<file path="config.mk">
export PLATFORM = sky130hd
export DESIGN_NAME = profile_ci_multi_flat
export DESIGN_NICKNAME = d
export VERILOG_FILES = /design/src/rtl/profile_ci_multi_if.sv /design/src/rtl/profile_ci_multi.sv /design/src/flat_wrapper.sv
export SDC_FILE = /design/constraint.sdc
export NUM_CORES = 1
export LEC_CHECK = 0
export BUFFER_PORTS_ARGS = -buffer_cell sky130_fd_sc_hd__buf_2
export CAP_MARGIN = 10
export CELL_PAD_IN_SITES_DETAIL_PLACEMENT = 0
export CELL_PAD_IN_SITES_GLOBAL_PLACEMENT = 1
export CORE_MARGIN = 5
export CORE_UTILIZATION = 30
export CTS_BUF_LIST = sky130_fd_sc_hd__clkbuf_16
export DETAILED_ROUTE_END_ITERATION = 16
export PLACE_DENSITY = 0.61
export SETUP_SLACK_MARGIN = 0.3
export SYNTH_ARGS = -nofsm -noshare
export SYNTH_HDL_FRONTEND = slang
export SYNTH_SLANG_ARGS = --single-unit
</file>
<file path="constraint.sdc">
create_clock -name clock -period 15.2 [get_ports clock]
set_clock_uncertainty 0.15 [all_clocks]
set_input_delay 3.8 -clock clock [delete_from_list [all_inputs] [get_ports clock]]
set_output_delay 3.8 -clock clock [all_outputs]
set_load 0.01 [all_outputs]
</file>
<file path="src/rtl/profile_ci_multi_if.sv">
// rtl/profile_ci_multi_if.sv - single-cycle custom-instruction port between processor and profiler
interface profile_ci_multi_if;
   logic        start;
   logic [7:0]  ciN;
   logic [31:0] valueA;
   logic [31:0] valueB;
   logic        done;
   logic [31:0] result;

   modport master (output start, ciN, valueA, valueB, input done, result);
   modport slave  (input start, ciN, valueA, valueB, output done, result);
endinterface

</file>
<file path="src/rtl/profile_ci_multi.sv">
// rtl/profile_ci_multi.sv - multi-channel event counters with sticky overflow and snapshot bank
module profile_ci_multi #(
   parameter logic [7:0] customId      = 8'h00,
   parameter int         NR_COUNTERS   = 4,
   parameter int         COUNTER_WIDTH = 32,
   parameter bit         SATURATE      = 1'b0
) (
   input  logic                   clock,
   input  logic                   reset,
   input  logic [NR_COUNTERS-1:0] events,
   profile_ci_multi_if.slave      ci
);
   localparam logic [COUNTER_WIDTH-1:0] ONE = COUNTER_WIDTH'(1);

   logic [COUNTER_WIDTH-1:0] r_cnt [NR_COUNTERS];
   logic [COUNTER_WIDTH-1:0] r_shd [NR_COUNTERS];
   logic [NR_COUNTERS-1:0]   r_en;
   logic [NR_COUNTERS-1:0]   r_ovf;

   logic                     w_sel;
   logic                     w_snap;
   logic [NR_COUNTERS-1:0]   w_set_en;
   logic [NR_COUNTERS-1:0]   w_clr_en;
   logic [NR_COUNTERS-1:0]   w_clr_cnt;
   logic [63:0]              w_cnt_x [8];
   logic [63:0]              w_shd_x [8];
   logic [63:0]              w_word;
   logic [31:0]              w_rd;
   logic [31:0]              w_status;
   logic                     w_unused;

   assign w_sel     = ci.start && (ci.ciN == customId);
   assign w_set_en  = ci.valueB[NR_COUNTERS-1:0];
   assign w_clr_en  = ci.valueB[8 +: NR_COUNTERS];
   assign w_clr_cnt = ci.valueB[16 +: NR_COUNTERS];
   assign w_snap    = ci.valueB[24];
   assign w_unused  = ^{ci.valueA, ci.valueB};

   always_ff @(posedge clock) begin
      if (reset) begin
         r_en  <= '0;
         r_ovf <= '0;
         for (int i = 0; i < NR_COUNTERS; i++) begin
            r_cnt[i] <= '0;
            r_shd[i] <= '0;
         end
      end else begin
         for (int i = 0; i < NR_COUNTERS; i++) begin
            // snapshot takes the pre-edge count, so a same-cycle clear does not affect it
            if (w_sel && w_snap)
               r_shd[i] <= r_cnt[i];

            if (w_sel && w_clr_cnt[i]) begin
               r_cnt[i] <= '0;
               r_ovf[i] <= 1'b0;
            end else if (r_en[i] && events[i]) begin
               if (&r_cnt[i]) begin
                  r_ovf[i] <= 1'b1;
                  r_cnt[i] <= SATURATE ? r_cnt[i] : '0;
               end else begin
                  r_cnt[i] <= r_cnt[i] + ONE;
               end
            end

            if (w_sel) begin
               if (w_clr_en[i])
                  r_en[i] <= 1'b0;
               else if (w_set_en[i])
                  r_en[i] <= 1'b1;
            end
         end
      end
   end

   // pad to 8 channels of 64 bits so absent indices and absent high words read as zero
   always_comb begin
      for (int i = 0; i < 8; i++) begin
         w_cnt_x[i] = '0;
         w_shd_x[i] = '0;
      end
      for (int i = 0; i < NR_COUNTERS; i++) begin
         w_cnt_x[i] = 64'(r_cnt[i]);
         w_shd_x[i] = 64'(r_shd[i]);
      end
   end

   assign w_word   = ci.valueA[4] ? w_shd_x[ci.valueA[2:0]] : w_cnt_x[ci.valueA[2:0]];
   assign w_rd     = ci.valueA[3] ? w_word[63:32] : w_word[31:0];
   assign w_status = {16'd0, 8'(r_ovf), 8'(r_en)};

   assign ci.done   = w_sel;
   assign ci.result = w_sel ? (ci.valueA[7] ? w_status : w_rd) : 32'd0;
endmodule
</file>
<file path="src/flat_wrapper.sv">
// flat-port wrapper written by rule: the top's interface ports become plain ports
module profile_ci_multi_flat 
#(
   parameter logic [7:0] customId      = 8'h00,
   parameter int         NR_COUNTERS   = 4,
   parameter int         COUNTER_WIDTH = 32,
   parameter bit         SATURATE      = 1'b0
)
  (clock, reset, events, ci_start, ci_ciN, ci_valueA, ci_valueB, ci_done, ci_result);
  profile_ci_multi_if ci_i ();
  input  logic clock;
  input  logic reset;
  input  logic [NR_COUNTERS-1:0] events;
  input wire logic [$bits(ci_i.start)-1:0] ci_start;
  input wire logic [$bits(ci_i.ciN)-1:0] ci_ciN;
  input wire logic [$bits(ci_i.valueA)-1:0] ci_valueA;
  input wire logic [$bits(ci_i.valueB)-1:0] ci_valueB;
  output wire logic [$bits(ci_i.done)-1:0] ci_done;
  output wire logic [$bits(ci_i.result)-1:0] ci_result;
  assign ci_i.start = ci_start;
  assign ci_i.ciN = ci_ciN;
  assign ci_i.valueA = ci_valueA;
  assign ci_i.valueB = ci_valueB;
  assign ci_done = ci_i.done;
  assign ci_result = ci_i.result;
  profile_ci_multi #(.customId(customId), .NR_COUNTERS(NR_COUNTERS), .COUNTER_WIDTH(COUNTER_WIDTH), .SATURATE(SATURATE)) u_core (.clock(clock), .reset(reset), .events(events), .ci(ci_i));
endmodule
</file>
==> flow_metrics.env <==
export IMPL_fill_cells=4591
export IMPL_ys_seq_elements=264
export IMPL_cts_tree="built"
export IMPL_cts_resized=0
export IMPL_required_ns=11.25
export IMPL_crit_chain="buf_4, buf_4, mux4_2, mux2i_1, nor2_1, buf_2"
export IMPL_final_area_um2=15800
export IMPL_cts_buffers_inserted=29
export IMPL_slowest_stage="buf_4"
export IMPL_syn_num_nets=1224
export IMPL_clock_latency_ns=0.55
export IMPL_grt_pass1_vias=9172
export IMPL_drt_initial_drc_count=550
export IMPL_rsz0062_at_grt="no"
export IMPL_mostFrequentLayoutCells="edfxtp_1, nor2_1, and2_1"
export IMPL_die_y_um=225
export IMPL_drc=0
export IMPL_path_common_cell="buf_4"
export IMPL_die_area_um2=50800
export IMPL_layoutNonFillerInstCount=1831
export IMPL_multi_input_area_um2=5820
export IMPL_drtPass1Iterations=5
export IMPL_synth_area_um2=13900
export IMPL_tightest_slew_ns=1.09
export IMPL_wl_um=37600
export IMPL_num_nets_final=1287
export IMPL_antenna_found_initial=3
export IMPL_setup_viol=0
export IMPL_grt_max_degree=73
export IMPL_grt_overflow=0
export IMPL_cts_num_sinks=264
export IMPL_crit_path_start_kind="primary input"
export IMPL_areaGrowthSynthToFinish_pct=13.6
export IMPL_numPortBuffers=66
export IMPL_drive_above_1_share_pct=16.1
export IMPL_vias=9249
export IMPL_hold_class="flip-flop to flip-flop"
export IMPL_hpwl_um=25400
export IMPL_power_density_nw_per_um2=98.5
export IMPL_worstPathArrival_ns=6.14
export IMPL_cts_root_buf="clkbuf_16"
export IMPL_finalCritPeriodShare_pct=66.4
export IMPL_synth_edf_count=256
export IMPL_synth_warnings=0
export IMPL_layout_commonest_cell="edfxtp_1"
export IMPL_start_util_pct=30.1
export IMPL_ioPinCount=112
export IMPL_relSlewSlack_pct=27.5
export IMPL_dpl_cell_area_um2=15000
export IMPL_rows=79
export IMPL_crit_path_max_fanout=40
export IMPL_clockBufferDepth=3
export IMPL_regArea_um2=7850
export IMPL_hold_slack_ns=0.370
export IMPL_ctsHoldBuffers=0
export IMPL_h_tree_depth=1
export IMPL_drtAntennaViolNets=0
export IMPL_fmax_mhz=99.1
export IMPL_critPathMaxStageDelay_ns=0.68
export IMPL_end_kind="output port"
export IMPL_coreArea_um2=46300
export IMPL_synthCells=1141
export IMPL_synth_cell_types=45
export IMPL_critical_path_class="primary input to output port"
export IMPL_die_w_um=225
export IMPL_seq_area_frac_synth_pct=56.4
export IMPL_vdd_drop_max_mv=0.0730
export IMPL_period_needed_ns=10.09
export IMPL_synth_top_flop_cell="edfxtp_1"
export IMPL_tns_ns=0
export IMPL_async_reset_ff_share_pct=0
export IMPL_via_per_inst=5.05
export IMPL_placed_cells=1779
export IMPL_maxSlewViolCount=0
export IMPL_grt_usage_pct=14.5
export IMPL_outcome="complete, no violations"
export IMPL_syn_avg_cell_area_um2=12.2
export IMPL_leakage_nw=5.40
export IMPL_n_antenna_cell=0
export IMPL_drv_cap=0
export IMPL_gp_congestion=0.759
export IMPL_grt_pass1_wl_um=57000
export IMPL_postCtsSetupBuffers=0
export IMPL_hold_violations=0
export IMPL_clkTransAtPathRegs_ns=0.06
export IMPL_wl_per_cell_um=20.5
stage by stage:
stage | setup WS [ns] | utilization (%) | total power [W]
floorplan | 5.85 | - | 0.000914
global placement | 5.06 | 32.4 | 0.000946
detailed placement | 5.07 | 32.4 | 0.000947
CTS | 5.07 | 34.2 | 0.00158
global route | 5.00 | 34.2 | 0.00161
finish | 5.11 | 34.2 | 0.00156
sequential cells by signal, indices dropped and copies added, names as in the netlist:
register,count
u_core.r_cnt,128
u_core.r_shd,128
u_core.r_en,4
u_core.r_ovf,4
cell type report:
| cell class | count | share of cell area (%) |
|---|---|---|
| Clock buffer | 29 | 4.59 |
| Clock inverter | 22 | 0.609 |
| Inverter | 17 | 0.403 |
| Multi-Input combinational cell | 802 | 36.8 |
| Sequential cell | 264 | 49.6 |
| Tap cell | 607 | 4.80 |
| Timing Repair Buffer | 90 | 3.24 |
worst paths after layout:
path	startpoint	to	slack [ns]	depth (start not counted)
setup / recovery	ci_valueA[1]	ci_result[31]	5.11	6
hold reg to reg	u_core.r_ovf[2]	u_core.r_ovf[2]	0.37	1
hold / removal	u_core.r_ovf[2]	u_core.r_ovf[2]	0.37	1
setup reg to reg	u_core.r_cnt[0][0]	u_core.r_cnt[0][14]	11.37	7
logic make-up after synthesis:
family,share of synthesized area (%)
AO/OA/AOI/OAI,3.11
AND/OR/NAND/NOR,19.4
buffers and inverters,2.14
multiplexers,11.9
XOR/XNOR,6.73
flip-flops,56.4
adder cells (fa/ha/maj),0.359
cells in the mapped netlist, types with 2 or more instances:
cell,count,area share (%)
dfxtp_1,8,1.2
a31oi_1,2,0.090
inv_1,16,0.43
o21ai_1,2,0.072
ha_1,4,0.36
o21a_1,4,0.22
xor2_1,70,4.4
nor4_1,9,0.40
nor2b_1,2,0.090
or2_2,2,0.090
mux4_2,56,9.1
nor3_1,26,0.93
o21ai_0,11,0.40
edfxtp_1,256,55
nand4_1,37,1.7
nand2_1,57,1.5
xnor2_1,37,2.3
nor2_1,164,4.4
a211oi_1,6,0.32
nand2b_1,2,0.090
nand3_1,52,1.9
a21oi_1,27,0.97
and4_1,11,0.69
o211ai_1,8,0.43
and3_1,19,0.85
clkbuf_1,35,0.94
or3_1,13,0.58
and2_1,121,5.4
mux2i_1,40,2.9
a22oi_1,8,0.43
buf_2,13,0.47
buf_1,10,0.27
critical path, delay by kind of cell:
| family | cells | cell delay, ns |
|---|---|---|
| simple gates | 1 | 0.07 |
| buf+inv | 3 | 1.27 |
| mux | 2 | 0.96 |
layer usage:
metal	vias up	GRT usage (%)	wire, um
li1	4325	-	-
met3	45	2.20	1730
met5	-	0	34
met1	4686	20.3	17300
met2	187	24.2	18000
met4	6	2.95	522
where the power goes:
group / switching, W / internal (W)
clock network: 0.000285 / 0.000342
logic: 0.0000485 / 0.0000378
registers: 0.0000235 / 0.000821
Power figures use the tool's default switching activity.
